<file path="src/rtl/forward_scoreboard.sv">
// Operand-forwarding and hazard unit: per-operand bypass selects, one decode stall,
// and a registered scoreboard for long-latency ops that write back out of band.
module forward_scoreboard #(
   parameter int NSRC   = 2,
   parameter int NSTAGE = 2,
   parameter int NREG   = 32,
   parameter int RW     = 5,
   parameter int SELW   = 2,
   parameter int CNTW   = 16
) (
   input  logic                 clk,
   input  logic                 rst_n,
   input  logic                 i_de_valid,
   input  logic [NSRC*RW-1:0]   i_de_rs,
   input  logic [RW-1:0]        i_de_rd,
   input  logic                 i_de_long,
   input  logic                 i_de_issue,
   input  logic                 i_flush,
   input  logic [NSTAGE-1:0]    i_stage_valid,
   input  logic [NSTAGE*RW-1:0] i_stage_rd,
   input  logic [NSTAGE-1:0]    i_stage_ready,
   input  logic                 i_wb_valid,
   input  logic [RW-1:0]        i_wb_rd,
   output logic [NSRC*SELW-1:0] o_fwd_sel,
   output logic                 o_stall,
   output logic [NREG-1:0]      o_sb_busy,
   output logic [CNTW-1:0]      o_stall_count
);
   localparam logic [SELW-1:0] SEL_RF = '0;
   localparam logic [SELW-1:0] SEL_WB = SELW'(NSTAGE + 1);

   logic [NREG-1:0]   r_busy;
   logic [NREG-1:0]   w_busy_next;
   logic [CNTW-1:0]   r_stall_count;
   logic [NSTAGE-1:0] w_stage_live;
   logic [NSRC-1:0]   w_src_haz;
   logic              w_waw_haz;
   logic              w_stall;
   logic              w_set;
   logic              w_clear;

   // A stage writing x0 never provides a value worth bypassing.
   for (genvar gi = 0; gi < NSTAGE; gi++) begin : g_stage
      assign w_stage_live[gi] = i_stage_valid[gi] & (i_stage_rd[gi*RW +: RW] != '0);
   end

   for (genvar gi = 0; gi < NSRC; gi++) begin : g_src
      logic [RW-1:0]   w_rs;
      logic [SELW-1:0] w_sel;
      logic            w_haz;

      assign w_rs = i_de_rs[gi*RW +: RW];

      // Lowest priority first; the stage scan runs oldest to youngest so the youngest writer wins.
      always_comb begin
         w_sel = SEL_RF;
         w_haz = 1'b0;
         if (w_rs != '0) begin
            w_haz = r_busy[w_rs];
            if (i_wb_valid && (i_wb_rd == w_rs)) begin
               w_sel = SEL_WB;
               w_haz = 1'b0;
            end
            for (int i = NSTAGE - 1; i >= 0; i--) begin
               if (w_stage_live[i] && (i_stage_rd[i*RW +: RW] == w_rs)) begin
                  w_sel = SELW'(i + 1);
                  w_haz = ~i_stage_ready[i];
               end
            end
         end
      end

      assign o_fwd_sel[gi*SELW +: SELW] = w_sel;
      assign w_src_haz[gi]              = w_haz;
   end

   // A second long op to a still-pending register must wait unless the old one retires now.
   assign w_waw_haz = i_de_long && (i_de_rd != '0) && r_busy[i_de_rd]
                      && !(i_wb_valid && (i_wb_rd == i_de_rd));

   assign w_stall = i_de_valid & ((|w_src_haz) | w_waw_haz);

   assign w_set   = i_de_valid & i_de_issue & i_de_long & ~w_stall & ~i_flush & (i_de_rd != '0);
   assign w_clear = i_wb_valid & (i_wb_rd != '0);

   // Set overrides clear so a re-issued op keeps ownership of its destination.
   for (genvar gi = 0; gi < NREG; gi++) begin : g_busy
      if (gi == 0) begin : g_zero
         assign w_busy_next[gi] = 1'b0;
      end else begin : g_reg
         assign w_busy_next[gi] = (r_busy[gi] & ~(w_clear & (i_wb_rd == RW'(gi))))
                                | (w_set & (i_de_rd == RW'(gi)));
      end
   end

   always_ff @(posedge clk or negedge rst_n) begin
      if (!rst_n) begin
         r_busy        <= '0;
         r_stall_count <= '0;
      end else begin
         r_busy <= w_busy_next;
         if (w_stall && (r_stall_count != {CNTW{1'b1}})) begin
            r_stall_count <= r_stall_count + CNTW'(1);
         end
      end
   end

   assign o_stall       = w_stall;
   assign o_sb_busy     = r_busy;
   assign o_stall_count = r_stall_count;

endmodule

</file>
<file path="config.mk">
export PLATFORM = sky130hd
export DESIGN_NAME = forward_scoreboard
export DESIGN_NICKNAME = d
export VERILOG_FILES = /design/src/rtl/forward_scoreboard.sv
export SDC_FILE = /design/constraint.sdc
export NUM_CORES = 1
export LEC_CHECK = 0
export BUFFER_PORTS_ARGS = -buffer_cell sky130_fd_sc_hd__buf_4
export CELL_PAD_IN_SITES_DETAIL_PLACEMENT = 1
export CELL_PAD_IN_SITES_GLOBAL_PLACEMENT = 1
export CORE_MARGIN = 4
export CORE_UTILIZATION = 43
export CTS_CLUSTER_DIAMETER = 40
export DETAILED_ROUTE_END_ITERATION = 10
export PLACE_DENSITY = 0.94
export SKIP_LAST_GASP = 1
export SYNTH_ARGS = -nofsm -noshare
export SYNTH_HDL_FRONTEND = slang
export SYNTH_SLANG_ARGS = --single-unit
</file>
<file path="constraint.sdc">
create_clock -name clk -period 4.75 [get_ports clk]
set_input_delay 0.2375 -clock clk [delete_from_list [all_inputs] [get_ports clk]]
set_output_delay 0.2375 -clock clk [all_outputs]
set_load 0.01 [all_outputs]
</file>
Word level (Yosys, flattened, before mapping):

Index checks and enable logic that the tools add are counted.
W data, S select, Z words.

* shift-type cells: 0
* order comparisons: 3
* equality and inequality tests: 70
* multiplexer cells: 22
* reduce and logical (&&, ||, !) cells: 19
* multiply operators: 0
* add/subtract/negate cells: 1
* bitwise gates (word level): 169
* divide/modulo/power cells: 0

Operators with widths (number)
* $eq A5 B5 Y1 const B: 32
* $and A1 B1 Y1: 102
* $eq A5 B4 Y1 const B: 16
* $eq A5 B3 Y1 const B: 8
* $eq A5 B5 Y1: 7
* $not A1 Y1: 35
* $or A1 B1 Y1: 32
* $reduce_bool A5 Y1: 6
* $eq A5 B2 Y1 const B: 4
* $lt A5 B6 Y1 const B: 3
* $add A16 B1 Y16 const B: 1
* $mux W2: 8
* $ne A16 B16 Y1 const B: 1
* $bmux W1 S5: 3
* $logic_and A1 B1 Y1: 11
* $mux W1: 11
* $eq A5 B1 Y1 const B: 2
* $reduce_or A2 Y1: 1
* $logic_not A1 Y1: 1

* latch bits: 0
* input bits: 41
* output and inout port bits: 53
* memory bits (read-only): 0
* memories: 0
* bits in registers: 47
* logic and storage cells: 286
* bits in writable memories: 0

Logic depth before layout (Yosys ltp):

Gate-level depths: netlist of the first run.

* word-level depth: 15
* mapped depth: 11
* mapped depth without buffers: 8

Worst setup path after synthesis of the first run:

OpenSTA, ideal clock, no wires.

* path type: flip-flop to flip-flop
* start: register r_busy[31] (netlist: o_sb_busy[31])
* end: register r_stall_count[13] (netlist: o_stall_count[13])
* period minus slack after synthesis: 2.431 ns
* cell stages (with the launch flop): 9
* data arrival time: 2.351 ns
* setup slack: 2.319 ns
* library setup time: 0.079 ns
* buffers on the path: 1
* required time: 4.671 ns
* cell sequence: dfrtp_1 mux2i_1 mux4_2 a311o_1 o41ai_4 o31ai_4 buf_6 nor4_2 xor2_1

* word-level cells in the longest chain between the ends: 10
* elaborated cells between the ends (all ways): 20
* classes of those cells: mux (14); bitwise (2); reduce/logical (4)

Ends and longest elaborated chain
* from (decl): line 32 `logic [NREG-1:0] r_busy;`
* from (signal assigned): line 101 `r_busy <= w_busy_next;`
* $bmux W1 S5: line 59 `w_haz = r_busy[w_rs];`
* $mux W1 (not written as such): line 59
* $mux W1: line 60 `if (i_wb_valid && (i_wb_rd == w_rs)) begin`
* $mux W1 (2 in series): line 65 `if (w_stage_live[i] && (i_stage_rd[i*RW +: RW] == w_rs)) begin`
* $mux W1: line 58 `if (w_rs != '0) begin`
* $reduce_or A2 Y1: line 81 `assign w_stall = i_de_valid & ((|w_src_haz) | w_waw_haz);`
* $or A1 B1 Y1 (*): line 81
* $and A1 B1 Y1 (*): line 81
* $logic_and A1 B1 Y1 (*): line 102 `if (w_stall && (r_stall_count != {CNTW{1'b1}})) begin`
* to (signal assigned): line 103 `r_stall_count <= r_stall_count + CNTW'(1);`
* to (decl): line 34 `logic [CNTW-1:0] r_stall_count;`

Mark *: on every way between the ends. The rest lies on a longest branch, timed or not. The select of a mux whose other input is x is not followed.
A chain may end at the register's enable or synchronous reset.

Final worst setup path of the first run:

* start: register r_busy[26] (netlist: o_sb_busy[26])
* end: output port o_stall

* word-level cells in the longest chain between the ends: 9
* elaborated cells between the ends (all ways): 19
* classes of those cells: mux (14); bitwise (2); reduce/logical (3)

Ends and longest elaborated chain
* $bmux W1 S5: line 59
* $mux W1 (not written as such): line 59
* $mux W1: line 60
* $mux W1 (2 in series): line 65
* $mux W1: line 58
* $reduce_or A2 Y1: line 81
* $or A1 B1 Y1 (*): line 81
* $and A1 B1 Y1 (*): line 81
* to (decl): line 25 `output logic o_stall,`

Marks and branches as above.

==> results of run 1 <==
kinds of logic after synthesis:
| logic type | count (synthesis) | synth area share |
|---|---|---|
| DFF | 47 | 0.3201 |
| buffers and inverters | 33 | 0.04630 |
| muxes | 42 | 0.1447 |
| adders and majority gates | 1 | 0.003404 |
| xor gates and xnor gates | 48 | 0.1144 |
| and+or+nand+nor | 139 | 0.2145 |
| other | 1 | 0.001020 |
| AOI/OAI and AO/OA | 93 | 0.1556 |
cells in the final DEF (no fill, tap or decap), drive strengths merged, types with 3 or more instances in the layout:
| cell type | n |
|---|---|
| a21oi | 5 |
| a22oi | 4 |
| and3 | 5 |
| buf | 93 |
| clkbuf | 5 |
| dfrtp | 47 |
| inv | 6 |
| mux2 | 9 |
| mux2i | 25 |
| mux4 | 8 |
| nand2 | 20 |
| nand2b | 9 |
| nand3 | 19 |
| nand3b | 3 |
| nand4 | 10 |
| nand4b | 5 |
| nor2 | 20 |
| nor2b | 11 |
| nor3 | 14 |
| nor4 | 9 |
| nor4b | 3 |
| o21ai | 66 |
| or3 | 3 |
| or4 | 4 |
| xnor2 | 22 |
| xor2 | 26 |
worst paths after layout:
check	to	slack, ps	depth (start not counted)
setup / recovery	o_stall	1480	8
hold / removal	o_sb_busy[7]	400	3
setup reg to reg	o_stall_count[1]	1720	8
hold reg to reg	o_stall_count[6]	500	1
max in group asynchronous	o_sb_busy[31]	3870	2
min in group asynchronous	o_sb_busy[11]	460	2
critical path: cells and delay by family (launching register included):
family / cells / cell delay (ps)
compound gates: 4 / 1290
buf+inv: 2 / 300
flops: 1 / 500
mux: 2 / 620
registers in the layout (all words and copies together), names as in the netlist:
signal / flops
o_stall_count: 16
o_sb_busy: 31
through the flow:
step / std cells / cell area, µm² / power [µW]
after floorplan: 404 / 3675 / 707.3
after global placement: 575 / 4363 / 863.7
after detailed placement: 575 / 4363 / 884.8
after CTS: 584 / 4509 / 1243
after global routing: 584 / 4509 / 1300
final: 584 / 4509 / 1242
timing repair:
action                    4_1_cts  5_1_grt
hold buffers                    1        0
resized for setup               0        0
hold endpoints to repair       47        0
layout make-up:
cell class / count / area [µm²]
inverter: 6 / 22.52
multi-input combinational: 324 / 2335
timing repair buffer: 94 / 708.2
fill: 989 / 3749
sequential: 47 / 1176
clock buffer: 5 / 68.82
tap: 105 / 131.4
clock inverter: 3 / 67.56
layer usage:
metal | track usage | wire length (µm)
met1 | 0.3231 | 5176
met5 | 0 | 0
met2 | 0.4689 | 6667
met4 | 0.1244 | 591
met3 | 0.04517 | 1189
power groups by stage:
stage               Combinational, µW  Sequential (µW)  Clock (µW)
global route                      403              521         376
CTS                               369              512         361
global placement                  347              516           0
detailed placement                367              518           0
floorplan                         183              524           0
finish                            369              514         359
==> impl_summary.md, run 1 <==
Detailed routing
For this block, the routed nets add up to 13630 µm of wire. The detailed router finished its first iteration with 404 violations. The DRC violation count after routing is 0. In this run the remaining antenna-violating nets after routing total 0.

The via count of the routed design is 3755. The first TritonRoute pass finished after 5 iterations. The routed via count divided by cell count is 6.430. The mean routed wirelength per cell is 23.33 µm.

Yosys
The area share of the largest cell type after synthesis is 0.3201. For this run, the register share of the synthesized area comes to 0.3201. After synthesis, the most frequently instantiated cells are o21ai_0 (66), dfrtp_1 (47), xor2_1 (26).

The post-synthesis cell count is 404. After synthesis, the cell types taking the most area are dfrtp_1 (32%), o21ai_0 (9.0%), mux2i_1 (6.8%). The commonest register cell after synthesis is dfrtp_1. After synthesis the cells add up to 0.003675 mm². Yosys printed 0 warnings. In this run, synthesis inferred 0 flip-flops with an integrated enable. The number of nets in the synthesized netlist is 446.

Summed over all instances, the cell type with the most area after synthesis is dfrtp_1. After synthesis the netlist holds a flip-flop and latch count of 47. The post-synthesis average cell area is 9.096 µm². In the post-synthesis netlist, the cell with the most instances is o21ai_0. Synthesis instantiated 51 different standard cells from the library. After synthesis, the share of flip-flops with an asynchronous set or reset is 1.000.

Power
Of the total power, the clock network draws 0.289. The static power due to leakage is 0.001956 µW. The internal power is 828.7 µW. The power density normalized to cell area is 275.4 mW/mm².

The highest ir drop seen on vdd is 0.0002900 V. Of the total power, the share spent switching nets is 0.3326. The share of total power dissipated in combinational logic is 0.297.

The total net switching power is 413.1 µW. The share of total power dissipated in sequential elements is 0.414.

Die
The number of standard-cell rows in the floorplan is 33. Pin placement for this block handled 94 I/O pins. Measured along the y axis, the die boundary spans 100.4 µm.

The die width is 100.4 µm. The starting density of the core is 0.4450. The core area is 0.008258 mm². The die footprint is 0.01009 mm².

CTS
After clock tree synthesis, the clock-pin slew on the worst setup and hold paths is 100 ps. The clock latency of the later-clocked register in the worst-skew pair is 310 ps. The number of buffers on the longest clock path is 2. The CTS sink count is 47. The post-CTS setup-driven buffer insertion count is 0. The H-tree was split into 2 levels.

The clock root buffer master is clkbuf_8. TritonCTS built the clock tree. TritonCTS created 5 clock buffers.

Critical path
STA classifies the critical path startpoint as a flip-flop. Along the worst path, the maximum fanout reaches 16. The class of the most critical setup path is flip-flop to output port. The signal on the critical path passes through mux4_2 -> mux2i_1 -> o21ai_0 -> o221ai_1 -> o41ai_4 -> o31ai_4 -> inv_1 -> buf_4. On the worst path, the slowest cell contributes a delay of 750 ps. The required time at the worst-slack endpoint is 4510 ps. For this design, the slowest cell found on the critical path is o31ai_4. The launch point of the critical path is o_sb_busy[26].

The launch instance of the worst register-to-register path is o_sb_busy[26]. The endpoint type of the worst setup path is an output port. Data arrives at the worst endpoint at 3030 ps.

Timing
The number of slew-limit violations in the final report is 0. In the finished design, the share of the clock period the worst path needs comes to 0.6888. The total setup violations reported at the end of the flow is 0. For the final database, setup skew stands at 15.29 ps. The top achievable clock speed is 305.6 MHz. The shortest clock period the worst path allows after layout is 3272 ps. The worst-margin pin slew is 811.3 ps. The number of hold-slack violations in the final timing report is 0. The normalized max-slew margin is 0.4591. On the final layout, the worst hold slack is 399.6 ps.

The post-layout worst setup margin is 1478 ps. Setup repair after global routing left no endpoint under its margin. After routing, the total negative slack on setup checks comes to 0 ps.

Global routing
For this run, the total global-route usage over all layers was measured as 0.2692. The aggregate global routing overflow is 0. Entering global routing, the biggest net connects 48 pins. The first global-routing pass estimated 21360 µm of wire.

The number of global-route vias before repair is 4027. The number of antenna violations at the first check in global routing is 0.

Placement
The global placement routability congestion is 0.9223. The sum of net half-perimeters after detailed placement is 10140 µm. OpenSTA, run right after detailed placement, puts the worst setup slack at 1747 ps.

The count of buffers added on input and output ports is 92.

Final layout
The share of final-layout standard cells stronger than drive strength 1 is 0.2651. The layout overhead on the synthesized area is 22.71%. For this run, the share of the core covered by cells in the final layout is 0.5461. The number of antenna diodes in the final layout is 0.

The layout net count is 520.

Min path
The min-delay analysis places its worst path in the category input port to flip-flop. The startpoint of the most critical hold path is i_de_rd[0].

Run status
The run finished with clean final reports.

Job
The max-capacitance violation count is 0.
Power figures use the tool's default switching activity.
==> run 2: changes to the inputs <==
--- a/config.mk
+++ b/config.mk
@@ -9,10 +9,10 @@
 export CELL_PAD_IN_SITES_DETAIL_PLACEMENT = 1
 export CELL_PAD_IN_SITES_GLOBAL_PLACEMENT = 1
 export CORE_MARGIN = 4
-export CORE_UTILIZATION = 43
+export CORE_UTILIZATION = 40
 export CTS_CLUSTER_DIAMETER = 40
 export DETAILED_ROUTE_END_ITERATION = 10
-export PLACE_DENSITY = 0.94
+export PLACE_DENSITY = 0.89
 export SKIP_LAST_GASP = 1
 export SYNTH_ARGS = -nofsm -noshare
 export SYNTH_HDL_FRONTEND = slang
==> constraint.sdc (replaced) <==
create_clock -name clk -period 3.4 [get_ports clk]
set_input_delay 0.17 -clock clk [delete_from_list [all_inputs] [get_ports clk]]
set_output_delay 0.17 -clock clk [all_outputs]
set_load 0.01 [all_outputs]
==> impl_summary.md, run 2 (synthesized netlist as in run 1, its figures left out) <==
Timing
The number of hold-slack violations in the final timing report is 0 (unchanged). The number of slew-limit violations in the final report was 0 (unchanged). The setup TNS after final layout is 0 ps (unchanged). Static timing analysis puts the maximum clock frequency at 312.3 MHz. The worst path needs 3202 ps of the cycle, external delays included.

The final period utilization is 0.9419. The total setup violations reported at the end of the flow came to 0 (unchanged). The normalized max-slew margin was 0.5387 (was 0.4591). The worst hold-check slack is 351.3 ps (was 399.6 ps). The worst-margin pin slew is 686.6 ps (was 811.3 ps).

The final worst clock skew is 15.97 ps (was 15.29 ps). RSZ-0062 raised after global routing: no (unchanged).

Critical path
The maximum cell stage delay along the critical path is 620 ps (was 750 ps). The family with the most delay on the worst path is compound AO/OA/AOI/OAI gates (unchanged). The type of origin of the critical path is a flip-flop (unchanged). The endpoint type of the worst setup path is an output port (unchanged). The class of the most critical setup path is flip-flop to output port (unchanged). The most common cell type on the critical path is buf_4. The length in cells of the worst reg-to-reg path is 8 (unchanged). The buffers plus inverters on the worst setup path is 3 (was 2).

The launch point of the critical path is o_sb_busy[27] (was o_sb_busy[26]). The required time at the worst-slack endpoint is 3230 ps (was 4510 ps). The arrival time of data at the critical path endpoint is 3030 ps (about the same). Cell-by-cell trace of the critical path: mux4_2 -> mux2i_1 -> o21ai_0 -> o221ai_1 -> o41ai_4 -> o31ai_4 -> buf_4 -> inv_1 -> buf_4 (was mux4_2 -> mux2i_1 -> o21ai_0 -> o221ai_1 -> o41ai_4 -> o31ai_4 -> inv_1 -> buf_4). The launch instance of the worst register-to-register path is o_sb_busy[27] (was o_sb_busy[26]).

The largest driver fanout on the critical path is 13 (was 16). The capture instance of the worst register-to-register path is o_sb_busy[12] (was o_stall_count[1]). The slowest cell on the critical path is o31ai_4 (unchanged). The minimum setup slack among reg-to-reg paths is 500 ps (was 1720 ps).

Global routing
The wire length of the first global-routing pass is 20960 µm (was 21360 µm). The number of global-route vias before repair is 3893 (was 4027). The aggregate global routing overflow is 0 (unchanged). The number of antenna violations at the first check in global routing is 0 (unchanged).

The global-route usage over all layers came to 0.2368 (was 0.2692). The pin count of the biggest net entering global routing is 48 (unchanged).

Die
The core area came to 0.008848 mm² (was 0.008258 mm²). The die width is 103.9 µm (was 100.4 µm). The number of standard-cell rows in the floorplan is 34 (was 33). The starting density of the core is 0.4153 (was 0.4450). The number of top-level pins is 94 (unchanged).

The height of the die is 103.9 µm (was 100.4 µm). The die footprint is 0.01078 mm² (was 0.01009 mm²).

Final layout
The layout overhead on the synthesized area was 22.37% (was 22.71%). The number of flip-flops under the largest register name came to 31 (unchanged). The layout net count was 521 (was 520). Leading cell types in the layout, fill and taps excluded: buf_4 (94), o21ai_0 (66), dfrtp_1 (47) (was buf_4 (93), o21ai_0 (66), dfrtp_1 (47)).

The most common library cell in the layout ignoring fill and taps is buf_4 (unchanged). The antenna diode count is 0 (unchanged). The number of fillers in the final layout is 1057 (was 989). The share of final-layout standard cells stronger than drive strength 1 is 0.2667 (was 0.2651).

Detailed routing
The total iterations of the first detailed-routing run came to 4 (was 5). The via count of the routed design came to 3641 (was 3755). The number of routed nets with antenna violations is 0 (unchanged). The DRC violation count after routing was 0 (unchanged). The mean routed wirelength per cell came to 22.07 µm (was 23.33 µm). The detailed-route wire length is 12980 µm (was 13630 µm). The routed via count divided by cell count is 6.192 (was 6.430).

The number of DRC markers in iteration 0 was 315 (was 404).

Run status
Outcome: finished clean (unchanged).

CTS
The clock tree from TritonCTS is done (unchanged). The CTS sink count was 47 (unchanged). The total number of H-tree levels is 2 (unchanged). The clock root buffer master is clkbuf_8 (unchanged).

The number of clock buffers inserted by TritonCTS is 5 (unchanged). The number of gates resized after CTS is 0 (unchanged). The post-CTS clock slew at the launch and capture registers of the worst setup and hold paths is 100 ps (about the same). The number of buffers on the longest clock path came to 2 (unchanged). The clock latency of the later-clocked register in the worst-skew pair was 310 ps (about the same).

Power
The switching share of power is 0.3406 (was 0.3326). The part of the total power dissipated in the clock network is 0.254 (was 0.289). The part of the power in combinational logic is 0.310 (was 0.297). The internal power is 1086 µW (was 828.7 µW). The proportion of power drawn by flip-flops and latches is 0.436 (was 0.414). The static power due to leakage is 0.001954 µW (was 0.001956 µW). The highest ir drop seen on vdd was 0.0003399 V (was 0.0002900 V). The total net switching power is 560.8 µW (was 413.1 µW). The power density normalized to cell area is 366.2 mW/mm² (was 275.4 mW/mm²).

Min path
The worst min-delay path endpoint is o_sb_busy[6] (was o_sb_busy[7]). The depth of the worst hold-timing path was 4 (was 3). The class of the tightest hold or removal check is input port to flip-flop (unchanged). The startpoint of the most critical hold path is i_flush (was i_de_rd[0]).

Placement
The sum of net half-perimeters after detailed placement is 9982 µm (was 10140 µm). The global placement routability congestion is 0.8930 (was 0.9223). The count of input and output buffers is 92 (unchanged).

Job
The max-capacitance violation count is 0 (unchanged).
run 2: cell count changes in the layout (fill, tap and decap cells not counted):
cell / previous run / this run
buf_4: 93 / 94
clkinv_2: 0 / 1
clkinv_4: 0 / 1
clkinvlp_4: 1 / 0
bufinv_16: 2 / 1
run 2: how the worst max path moves through the flow:
stage                                   end  slack (ps)  cells after the start
after floorplan           o_stall_count[13]         970                      8
after global placement        o_sb_busy[12]         590                      8
after detailed placement      o_sb_busy[12]         560                      8
after CTS                           o_stall         190                      9
after global routing                o_stall          20                      8
final                               o_stall         200                      9
run 2: layout make-up:
class	instances	area, µm²	area share
Sequential cell	47	1176	0.2615
Clock inverter	3	43.79	0.009738
Multi-Input combinational cell	324	2335	0.5192
Inverter	6	22.52	0.005008
Timing Repair Buffer	95	715.7	0.1592
Tap cell	108	135.1	0.03005
Clock buffer	5	68.82	0.01530
run 2: what timing repair did:
item	CTS	global route
endpoints found under the hold margin	47	0
hold buffers	1	0
setup buffers	0	0
run 2: routing by layer:
metal | vias to the layer above | part of all wire | GRT usage | wire, µm
li1 | 1634 | - | - | -
met1 | 1806 | 0.40 | 0.2931 | 5183
met2 | 173 | 0.50 | 0.4150 | 6491
met3 | 28 | 0.080 | 0.05338 | 1041
met4 | 0 | 0.020 | 0.06363 | 259
met5 | - | 0 | 0 | 0
run 2: power by group through the flow:
stage               clock, µW  combinational, µW  sequential [µW]
finish                    418                511              718
global route              448                560              730
CTS                       423                515              716
detailed placement          0                514              723
global placement            0                489              720
floorplan                   0                256              732
run 2: worst min-delay path: stages:
cell and delay (ps):
buf_4 80, nor2_1 100, nand4_1 180, o21ai_0 90
run 2: metrics by stage:
step / utilization / setup WS [ps] / instance area [µm²] / cells / power, µW
after floorplan: - / 969.5 / 3675 / 404 / 988.1
after global placement: 0.4943 / 593.2 / 4374 / 579 / 1209
after detailed placement: 0.4943 / 557.7 / 4374 / 579 / 1237
after CTS: 0.5082 / 189.6 / 4497 / 588 / 1654
after global routing: 0.5082 / 15.60 / 4497 / 588 / 1737
final: 0.5082 / 197.7 / 4497 / 588 / 1647
